### config.mk
export PLATFORM = sky130hd
export DESIGN_NAME = pipe_stage_reg
export DESIGN_NICKNAME = d
export VERILOG_FILES = /design/src/rtl/pipe_pkg.sv /design/src/rtl/pipe_stage_reg_slot.sv /design/src/rtl/pipe_stage_reg.sv
export SDC_FILE = /design/constraint.sdc
export NUM_CORES = 1
export LEC_CHECK = 0
export BUFFER_PORTS_ARGS = -buffer_cell sky130_fd_sc_hd__clkbuf_2
export CORE_UTILIZATION = 53
export DETAILED_ROUTE_END_ITERATION = 6
export PLACE_DENSITY_LB_ADDON = 0.05
export SYNTH_ARGS = -nofsm -noshare
export SYNTH_HDL_FRONTEND = slang
export SYNTH_SLANG_ARGS = --single-unit
### constraint.sdc
create_clock -name Clock -period 2.45 [get_ports Clock]
set_input_delay 0 -clock Clock [delete_from_list [all_inputs] [get_ports Clock]]
set_output_delay 0 -clock Clock [all_outputs]
set_load 0.05 [all_outputs]
### src/rtl/pipe_pkg.sv
// Shared encodings for the pipeline-stage register: state codes and occupancy width.
// Latency: n/a (types and constants only).
// Backpressure: n/a.
package pipe_pkg;

  // Occupancy output width: counts 0, 1 or 2 held entries.
  localparam int OCC_W = 2;

  // Stage state. The encoding equals the number of held entries, which lets the
  // occupancy decode stay trivial. ST_FULL is never entered when the skid slot is absent.
  typedef enum logic [1:0] {
    ST_EMPTY = 2'd0,
    ST_ONE   = 2'd1,
    ST_FULL  = 2'd2
  } state_e;

  // Number of held entries for a given state.
  function automatic logic [OCC_W-1:0] occ_of(input state_e s);
    logic [OCC_W-1:0] occ;
    occ = '0;
    case (s)
      ST_EMPTY: occ = 2'd0;
      ST_ONE:   occ = 2'd1;
      ST_FULL:  occ = 2'd2;
      default:  occ = 2'd0;
    endcase
    return occ;
  endfunction

endpackage : pipe_pkg

### src/rtl/pipe_stage_reg_slot.sv
// Payload register with load enable, used for the main and skid slots of a stage.
// Latency: loaded value visible one cycle after load_i.
// Backpressure: none; the owning stage decides when to load.
module pipe_slot #(
  parameter int               WIDTH       = 32,
  parameter logic [WIDTH-1:0] RESET_VALUE = '0
) (
  input  logic             Clock,
  input  logic             Reset,
  input  logic             load_i,
  input  logic [WIDTH-1:0] d_i,
  output logic [WIDTH-1:0] q_o
);

  logic [WIDTH-1:0] data_q;
  logic [WIDTH-1:0] data_d;

  // Next value: take the new payload only when loading, otherwise hold.
  always_comb begin
    data_d = data_q;
    if (load_i) begin
      data_d = d_i;
    end
  end

  // Payload storage; reset restores the configured reset value immediately.
  always_ff @(posedge Clock or posedge Reset) begin
    if (Reset) begin
      data_q <= RESET_VALUE;
    end else begin
      data_q <= data_d;
    end
  end

  assign q_o = data_q;

endmodule : pipe_slot

### src/rtl/pipe_stage_reg.sv
// Valid/ready pipeline-stage register with synchronous flush and optional skid slot.
// Latency: one cycle from in_fire to Out_Valid/Out_Data.
// Backpressure: with skid, In_Ready is registered (low only when two beats held); without, In_Ready = !Out_Valid | Out_Ready.
module pipe_stage_reg
  import pipe_pkg::*;
#(
  parameter int               WIDTH       = 32,
  parameter logic [WIDTH-1:0] RESET_VALUE = '0,
  parameter int               SKID_EN     = 1
) (
  input  logic             Clock,
  input  logic             Reset,
  input  logic             Flush,
  input  logic             In_Valid,
  output logic             In_Ready,
  input  logic [WIDTH-1:0] In_Data,
  output logic             Out_Valid,
  input  logic             Out_Ready,
  output logic [WIDTH-1:0] Out_Data,
  output logic [OCC_W-1:0] Occupancy
);

  state_e           state_q;
  state_e           state_d;

  logic             in_fire;
  logic             out_fire;

  logic             main_ld;
  logic             main_from_skid;
  logic [WIDTH-1:0] main_d;
  logic [WIDTH-1:0] main_q;
  logic [WIDTH-1:0] skid_q;

  assign in_fire  = In_Valid & In_Ready;
  assign out_fire = Out_Valid & Out_Ready;

  // Output decode. With the skid slot, In_Ready comes from the state register
  // alone so the downstream stall never reaches the upstream ready in the same cycle.
  always_comb begin
    Out_Valid = (state_q != ST_EMPTY);
    Occupancy = occ_of(state_q);
    if (SKID_EN != 0) begin
      In_Ready = (state_q != ST_FULL);
    end else begin
      In_Ready = (state_q == ST_EMPTY) | Out_Ready;
    end
  end

  // Next-state and main-slot load control. Flush wins over everything except
  // reset and drops the valids only; payload registers keep their contents.
  always_comb begin
    state_d        = state_q;
    main_ld        = 1'b0;
    main_from_skid = 1'b0;
    if (Flush) begin
      state_d = ST_EMPTY;
    end else begin
      case (state_q)
        ST_EMPTY: begin
          if (in_fire) begin
            main_ld = 1'b1;
            state_d = ST_ONE;
          end
        end
        ST_ONE: begin
          if (in_fire && out_fire) begin
            main_ld = 1'b1;
          end else if (in_fire && (SKID_EN != 0)) begin
            // Downstream stalled: park the younger beat in the skid slot.
            state_d = ST_FULL;
          end else if (out_fire) begin
            state_d = ST_EMPTY;
          end
        end
        ST_FULL: begin
          // In_Ready is low here, so only the drain path exists.
          if (out_fire) begin
            main_ld        = 1'b1;
            main_from_skid = 1'b1;
            state_d        = ST_ONE;
          end
        end
        default: begin
          state_d = ST_EMPTY;
        end
      endcase
    end
  end

  // Main slot refills from upstream, or from the skid slot when draining FULL.
  always_comb begin
    main_d = In_Data;
    if (main_from_skid) begin
      main_d = skid_q;
    end
  end

  // State register.
  always_ff @(posedge Clock or posedge Reset) begin
    if (Reset) begin
      state_q <= ST_EMPTY;
    end else begin
      state_q <= state_d;
    end
  end

  pipe_slot #(
    .WIDTH       (WIDTH),
    .RESET_VALUE (RESET_VALUE)
  ) u_main (
    .Clock  (Clock),
    .Reset  (Reset),
    .load_i (main_ld),
    .d_i    (main_d),
    .q_o    (main_q)
  );

  if (SKID_EN != 0) begin : g_skid
    logic skid_ld;

    // Skid captures only when a beat arrives in ONE while downstream stalls.
    assign skid_ld = ~Flush & (state_q == ST_ONE) & in_fire & ~out_fire;

    pipe_slot #(
      .WIDTH       (WIDTH),
      .RESET_VALUE (RESET_VALUE)
    ) u_skid (
      .Clock  (Clock),
      .Reset  (Reset),
      .load_i (skid_ld),
      .d_i    (In_Data),
      .q_o    (skid_q)
    );
  end else begin : g_noskid
    assign skid_q = RESET_VALUE;
  end

  assign Out_Data = main_q;

endmodule : pipe_stage_reg

Word level (Yosys, flattened, before mapping):

Index checks and enable logic that the tools add are counted.

* equal/unequal tests: 7
* reductions and logical operators: 4
* mux-type cells: 16
* bitwise gates (word level): 7

Operator list (count)
* 2-to-1 mux 32 bit: 1
* 2-to-1 mux 2 bit: 6
* inequality test 3 bit, second input constant: 3
* 2-to-1 mux 1 bit: 6
* one-hot mux 2 bit (3 select lines): 1
* bitwise AND 1 bit: 5
* inequality test 4 bit, second input constant: 1
* one-hot mux 2 bit (2 select lines): 1
* AND reduction 4 bit: 1
* one-hot mux 1 bit (3 select lines): 1
* == test 2 x 1 -> 1 bit, second input constant: 1
* == test 2 bit, second input constant: 1
* zero test 2 bit: 1
* inequality test 2 bit, second input constant: 1
* inverter 1 bit: 2
* nonzero test 2 bit: 1
* logical AND 1 bit: 1

* word-level logic and storage cells: 37
* output and inout port bits: 36
* flip-flop bits (word level): 66

Longest topological paths before layout:

Gate-level depths: netlist of the first run.

* depth in word-level cells: 7
* mapped depth: 6
* depth with buffers taken out: 5

By module:

From an unflattened synthesis of the first run, not the netlist that was laid out.

* cells, all modules: 190
* area, all modules: 3249.4 sq um

By module, submodules not included
* pipe_slot: area each 1348.8 sq um, instances 2, cells each 69
* pipe_stage_reg: area each 551.8 sq um, instances 1, cells each 52

Worst setup path after synthesis of the first run:

Ideal clock, no wire load.

* path type: reg2reg
* start: register state_q[0]
* end: register u_main.data_q[0] (netlist: u_main.q_o[0])
* slack: 0.385 ns
* library setup time: 0.125 ns
* arrival time: 1.940 ns
* cell stages (with the launch flop): 7
* period minus slack after synthesis: 2.065 ns
* buffers on the path: 1
* cells stage by stage: dfrtp_1 > nand2b_4 > inv_1 > o21ai_1 > a21oi_2 > buf_2 > mux2_2

* longest elaborated chain between the ends: 6

Ends and longest elaborated chain
* start, declared: line pipe_stage_reg.sv:23 `state_e state_q;`
* start signal, assigned: line pipe_stage_reg.sv:104 `state_q <= state_d;`
* inequality test 2 bit *: line pipe_stage_reg.sv:44 `In_Ready = (state_q != ST_FULL);`
* named net In_Ready: line pipe_stage_reg.sv:15 `output logic In_Ready,`
* bitwise AND 1 bit *: line pipe_stage_reg.sv:35 `assign in_fire = In_Valid & In_Ready;`
* logical AND 1 bit: line pipe_stage_reg.sv:67 `if (in_fire && out_fire) begin`
* 2-to-1 mux 1 bit: line pipe_stage_reg.sv:67
* one-hot mux 1 bit (3 select lines) *: line pipe_stage_reg.sv:59 `case (state_q)`
* 2-to-1 mux 1 bit *: line pipe_stage_reg.sv:56 `if (Flush) begin`
* end signal, assigned: line pipe_stage_reg_slot.sv:31 `data_q <= data_d;`
* end, declared: line pipe_stage_reg_slot.sv:15 `logic [WIDTH-1:0] data_q;`

The timed path passes the listed nets; every way through them passes the cells marked *.
A chain may end at the register's enable or synchronous reset.

Worst setup path after layout of the first run:

* start: register state_q[0]
* end: register u_main.data_q[12] (netlist: u_main.q_o[12])

* longest elaborated chain between the ends: 6

Ends and longest elaborated chain (line)
* inequality test 2 bit / nonzero test 2 bit (equally long branches): pipe_stage_reg.sv:44, pipe_stage_reg.sv:41
* bitwise AND 1 bit (on tied branches): pipe_stage_reg.sv:35, pipe_stage_reg.sv:36
* logical AND 1 bit / 2-to-1 mux 1 bit (equally long branches): pipe_stage_reg.sv:67, pipe_stage_reg.sv:78
* 2-to-1 mux 1 bit (on tied branches): pipe_stage_reg.sv:67, pipe_stage_reg.sv:59
* one-hot mux 1 bit (3 select lines) / 2-to-1 mux 1 bit (equally long branches): pipe_stage_reg.sv:59, pipe_stage_reg.sv:56
* 2-to-1 mux 1 bit / 2-to-1 mux 32 bit (equally long branches): pipe_stage_reg.sv:56, pipe_stage_reg.sv:94

Parallel ways exist; a longest one is shown, timed or not.

==> results of run 1 <==
-- worst max-delay path by stage --
stage,startpoint,endpoint,slack [ns],cells after the start
floorplan,state_q[0],u_main.q_o[0],0.39,6
global placement,state_q[0],u_main.q_o[12],0.64,5
detailed placement,state_q[0],u_main.q_o[20],0.61,5
CTS,state_q[0],u_main.q_o[12],0.58,5
global route,state_q[0],u_main.q_o[12],0.46,5
finish,state_q[0],u_main.q_o[12],0.58,5
-- kinds of logic (layout without fill, tap and decap cells) --
kind of cell / after synthesis / after routing / synth area share
flip-flops: 66 / 66 / 0.570
AO/OA/AOI/OAI: 4 / 4 / 0.00993
AND/OR/NAND/NOR: 10 / 10 / 0.0233
buffers and inverters: 11 / 134 / 0.0207
multiplexers: 97 / 97 / 0.376
-- sequential cells by signal, indices dropped and copies added (netlist names) --
register,count
g_skid.u_skid.q_o,32
u_main.q_o,32
state_q,2
-- metal layers --
metal | part of all wire | up-vias | global-route usage
li1 | - | 910 | -
met5 | 0 | - | 0
met4 | 0.013 | 0 | 0.0904
met3 | 0.048 | 10 | 0.0518
met2 | 0.51 | 51 | 0.365
met1 | 0.43 | 959 | 0.261
-- layout make-up --
class / instances / area (um2)
Multi-Input combinational cell: 111 / 1200
Inverter: 2 / 7.51
Timing Repair Buffer: 116 / 781
Fill cell: 335 / 1230
Sequential cell: 66 / 1650
Tap cell: 70 / 87.6
Clock buffer: 10 / 138
Clock inverter: 6 / 80.1
-- placed cells by master (no fill, tap or decap) --
| cell | Yosys | layout |
|---|---|---|
| mux2i_1 | 1 | 1 |
| o31ai_1 | 1 | 1 |
| inv_1 | 2 | 1 |
| mux2_2 | 91 | 91 |
| mux2_1 | 5 | 5 |
| buf_4 | 3 | 8 |
| bufinv_16 | 0 | 2 |
| a21oi_4 | 0 | 1 |
| o21ai_1 | 1 | 1 |
| clkinv_2 | 0 | 4 |
| nor2b_1 | 2 | 2 |
| nand3_1 | 1 | 1 |
| dlygate4sd3_1 | 0 | 36 |
| inv_2 | 0 | 1 |
| nand2b_4 | 1 | 1 |
| clkbuf_8 | 0 | 10 |
| nand2b_1 | 1 | 1 |
| o21a_1 | 1 | 1 |
| nor3b_4 | 0 | 1 |
| nor2_1 | 3 | 3 |
| or2_2 | 1 | 1 |
| dfrtp_1 | 66 | 66 |
| clkbuf_2 | 0 | 72 |
-- what timing repair did --
item	CTS	global route
endpoints found under the setup margin	0	0
hold buffers	36	0
hold endpoints to repair	53	0
-- where the power goes --
part	internal [mW]	switching (mW)	total [mW]
sequential	1.35	0.126	1.48
combinational	0.367	0.590	0.957
clock	0.593	0.395	0.988
-- critical path, delay by kind of cell (launching register included) --
kind	cells	cell delay [ns]
buf+inv	1	0.28
mux	2	0.63
flops	1	0.44
simple gates	2	0.39
==> summary.md, run 1 <==
| Metric | Value |
|---|---|
| Vias | `between 1500 and 2000` |
| Routability Congestion | `0.739` |
| Die H | `between 70 and 80 um` |
| Post-DR wirelength/cell | `about 15 um` |
| Post-DP Area | `~3400 um2` |
| Final Util | `0.763` |
| CORE AREA | `between 5000 and 6000 um2` |
| Gr ovfl total | `0` |
| Post-synth EDFFs | `0` |
| Max Freq | `between 0.5 and 0.6 GHz` |
| Place WS | `0.614 ns` |
| Syn_area_per_cell | `~15 um2` |
| Starting Density | `0.560` |
| Worst R2R Path Depth | `5` |
| # resized after CTS | `0` |
| Buffers added on ports | `roughly 70` |
| Num rows | `26` |
| Kind of critical path | `flip-flop to flip-flop` |
| Dpl cells | `about 330` |
| Run status | `finished clean` |
| CP Max Fanout | `17` |
| Initial antenna violation count | `0` |
| Crit start category | `flip-flop` |
| Io pins | `73` |
| Setup TNS | `0 ns` |
| Clk slew on worst S/H paths | `roughly 0.070 ns` |
| Post-synth top area share | `0.570` |
| Final instance area | `slightly below 4000 um2` |
| DR DRC count | `0` |
| Hold Violations, Final | `0` |
| CP peak stage delay | `about 0.44 ns` |
| Synth warnings | `0` |
| CP Capture Type | `flip-flop` |
| Routed WL | `about 5.5 mm` |
| Hpwl dp | `roughly 3.6 mm` |
| Layout cell share with drive strength beyond 1 | `0.617` |
| RSZ-0062 raised after global routing | `no` |
| Main flop type after synthesis | `dfrtp_1` |
| Final setup fails | `0` |
| Dominant cells by area after synthesis | `dfrtp_1, mux2_2, mux2_1` |
| Final min period | `1.87 ns` |
| Clk_skew | `roughly 0.011 ns` |
| Final period utilization | `0.763` |
| H-tree depth | `3` |
| First-pass GRT wire length | `9.63 mm` |
| Ys async rst share | `1.00` |
| Worst skew pair latency | `approximately 0.33 ns` |
| Drt initial violations | `56` |
| Synthesized cell area | `between 2000 and 3000 um2` |
| Layout Nets | `343` |
| Top cell by count, worst path | `mux2_2` |
| Die Width | `76.0 um` |
| Fin. max-slew vios | `0` |
| Hold Path Stages | `4` |
| Worst R2R End | `u_main.q_o[12]` |
| Crit-path cells | `nand2b_4, nor3b_4, buf_4, mux2_2, mux2_2` |
| Post-synthesis cell count | `~190` |
| Die Area | `between 5000 and 6000 um2` |
| Hold slack | `between 0.08 and 0.09 ns` |
| Commonest cells in the netlist | `mux2_2, dfrtp_1, buf_2` |
| Hold Startpoint | `In_Valid` |
| Vias in the first global route | `~2000` |
| Relative slew slack | `0.714` |
| Total iterations of the first detailed-routing run | `4` |
| TritonCTS buffer count | `9` |
| CTS tree | `yes` |
| Worst-Margin Slew | `0.428 ns` |
| Antenna diodes | `0` |
| Total power | `3.42 mW` |
| CP Data Required Time | `roughly 2.7 ns` |
| Non-filler cells, final | `~380` |
| Clock tree buffer depth | `2` |
| Root buf cell | `clkbuf_8` |
| CTS Sinks | `66` |
| Cell variety after synth | `18` |
| ANT nets after route | `0` |
| Area Growth Syn to Fin | `36.1%` |
| Hold/Removal Path Class | `input port to flip-flop` |
| Max-Cap Viols | `0` |
| Register area share after synthesis | `0.570` |
| Final worst slack | `roughly 0.58 ns` |
| Buffer count from post-CTS setup fixing | `0` |
| CP max stage cell | `dfrtp_1` |
| FF+latch count, synth | `66` |
| Syn Nets | `~230` |
| R2R Path Start | `state_q[0]` |
| Arr. time, crit path | `2.08 ns` |
| R2R Setup Slk | `0.58 ns` |
| P per Cell Area | `867 nW/um2` |
| WHS Endpoint | `state_q[0]` |
| Tot GR Track Use | `0.214` |
| Maximum VDD drop | `about 570 uV` |
| Most instantiated library cell after synthesis | `mux2_2` |
| Largest net degree at the start of global routing | `26` |
| Post-DR vias/cell | `about 5` |
| Lkg Pwr | `~1.8 nW` |
| Leading area contributor after synthesis | `dfrtp_1` |
Power figures use the tool's default switching activity.
==> run 2, diff against run 1 <==
- clock period: 2.45 -> 1.8 ns (I/O delays scaled with it)
==> summary.md, run 2 (synthesis results as in run 1) <==
| Metric | Value |
|---|---|
| Routed WL | `5.75 mm (+3.7%)` |
| Final min period | `1.75 ns (-0.124 ns)` |
| Post-DR vias/cell | `5.01 (-1.2%)` |
| Setup TNS | `0 ns (unchanged)` |
| Drt initial violations | `69 (+23%)` |
| Lkg Pwr | `1.86 nW (+0.74%)` |
| Final worst slack | `0.0542 ns (-0.526 ns)` |
| Total iterations of the first detailed-routing run | `4 (unchanged)` |
| Buffers added on ports | `72 (unchanged)` |
| Area Growth Syn to Fin | `39.1%` |
| First-pass GRT wire length | `9.65 mm (+0.15%)` |
| CORE AREA | `5170 um2 (unchanged)` |
| Vias | `1922 (-0.41%)` |
| Clock tree buffer depth | `2 (unchanged)` |
| Max Freq | `0.573 GHz (+7.1%)` |
| Hold/Removal Path Class | `input port to flip-flop` |
| RSZ-0062 raised after global routing | `yes` |
| CP Data Required Time | `2.02 ns (-0.64 ns)` |
| Worst-Margin Slew | `0.513 ns (+0.0850 ns)` |
| Final Util | `0.780 (+0.0169)` |
| Arr. time, crit path | `1.97 ns (-0.11 ns)` |
| Final setup fails | `0 (unchanged)` |
| Starting Density | `0.560 (unchanged)` |
| Run status | `finished clean` |
| Root buf cell | `clkbuf_8` |
| Max-Cap Viols | `0 (unchanged)` |
| Layout cell share with drive strength beyond 1 | `0.637 (+0.0196)` |
| Antenna diodes | `0 (unchanged)` |
| Die Area | `5770 um2 (unchanged)` |
| Fin. max-slew vios | `0 (unchanged)` |
| CTS Sinks | `66 (unchanged)` |
| Hold slack | `0.0957 ns (+0.00849 ns)` |
| FF+latch area | `1650 um2 (about the same)` |
| Final instance area | `4030 um2 (+2.2%)` |
| Commonest cells after routing, fill and taps aside | `mux2_2, clkbuf_2, dfrtp_1` |
| Gr ovfl total | `0 (unchanged)` |
| CP Capture Type | `flip-flop` |
| Hold Violations, Final | `0 (unchanged)` |
| Maximum VDD drop | `694 uV (+21%)` |
| Critical Path End | `u_main.q_o[20]` |
| Num rows | `26 (unchanged)` |
| Io pins | `73 (unchanged)` |
| Worst R2R Path Depth | `6 (+1)` |
| Non-filler cells, final | `384 (+0.79%)` |
| Most common cell after layout, fill and taps aside | `mux2_2` |
| Vias in the first global route | `2017 (-1.3%)` |
| Dpl cells | `332 (+0.91%)` |
| Critical Path Source | `state_q[0]` |
| Worst skew pair latency | `0.33 ns (about the same)` |
| Layout Nets | `347 (+1.2%)` |
| Die Width | `76.0 um (unchanged)` |
| Multi-input logic area | `1220 um2 (+1.6%)` |
| Tot GR Track Use | `0.216 (+0.00117)` |
| Hpwl dp | `3.63 mm (+0.36%)` |
| Largest net degree at the start of global routing | `31 (+19%)` |
| DR DRC count | `0 (unchanged)` |
| TritonCTS buffer count | `9 (unchanged)` |
| CP Max Fanout | `6 (-11)` |
| R2R Path Start | `state_q[0]` |
| Kind of critical path | `flip-flop to flip-flop` |
| ANT nets after route | `0 (unchanged)` |
| Post-DP Area | `3470 um2 (+3.1%)` |
| H-tree depth | `3 (unchanged)` |
| Clk slew on worst S/H paths | `0.07 ns (about the same)` |
| Relative slew slack | `0.658 (-0.0567)` |
| P per Cell Area | `1100 nW/um2 (+27%)` |
| Clk_skew | `0.00616 ns (-0.00440 ns)` |
| Worst R2R End | `u_main.q_o[20]` |
| Final period utilization | `0.970 (+0.207)` |
| Post-DR wirelength/cell | `15.0 um (+2.9%)` |
| CTS tree | `yes` |
| Die H | `76.0 um (unchanged)` |
| Crit start category | `flip-flop` |
| R2R Setup Slk | `0.05 ns (-0.53 ns)` |
| Total power | `4.43 mW (+29%)` |
| Initial antenna violation count | `0 (unchanged)` |
| Fillers | `318 (-5.1%)` |
| Place WS | `0.000424 ns (-0.614 ns)` |
| Routability Congestion | `0.770 (+4.1%)` |
## run 2: worst min path at each step
stage               startpoint        endpoint  slack (ns)  depth (start not counted)
floorplan                Flush      state_q[0]        0.07                          1
finish                In_Valid      state_q[0]         0.1                          4
CTS                   In_Valid      state_q[0]        0.09                          4
global placement         Reset  u_main.q_o[25]        0.03                          2
detailed placement       Reset  u_main.q_o[25]        0.03                          2
global route          In_Valid      state_q[0]        0.12                          4
## run 2: routing by layer
metal	part of all wire	track usage
met1	0.45	0.262
met2	0.50	0.374
met3	0.040	0.0410
met4	0.016	0.0962
met5	0	0
## run 2: cell type report
type	instances	area share
multi-input combinational	111	0.302
clock inverter	3	0.00372
clock buffer	12	0.0385
tap	70	0.0217
timing repair buffer	120	0.221
sequential	66	0.410
inverter	2	0.00279
## run 2: worst max-delay path, cell delays in order, from the launching register on
cell and delay [ns]:
dfrtp_1 0.37, nand2b_4 0.15, nor3b_4 0.19, buf_6 0.15, buf_4 0.16, mux2_2 0.35
mux2_2 0.26
## run 2: repair_timing
item,4_1_cts,5_1_grt
pin swaps,0,1
hold endpoints to repair,54,0
setup endpoints to repair,1,32
resized for setup,1,2
hold buffers,35,0
setup buffers,0,1
cloned,0,1
## run 2: report_power, final
group	leakage [nW]	internal (mW)	switching (mW)
logic	0.975	0.519	0.815
clock network	0.0920	0.561	0.520
registers	0.792	1.84	0.171
total	1.86	2.92	1.51
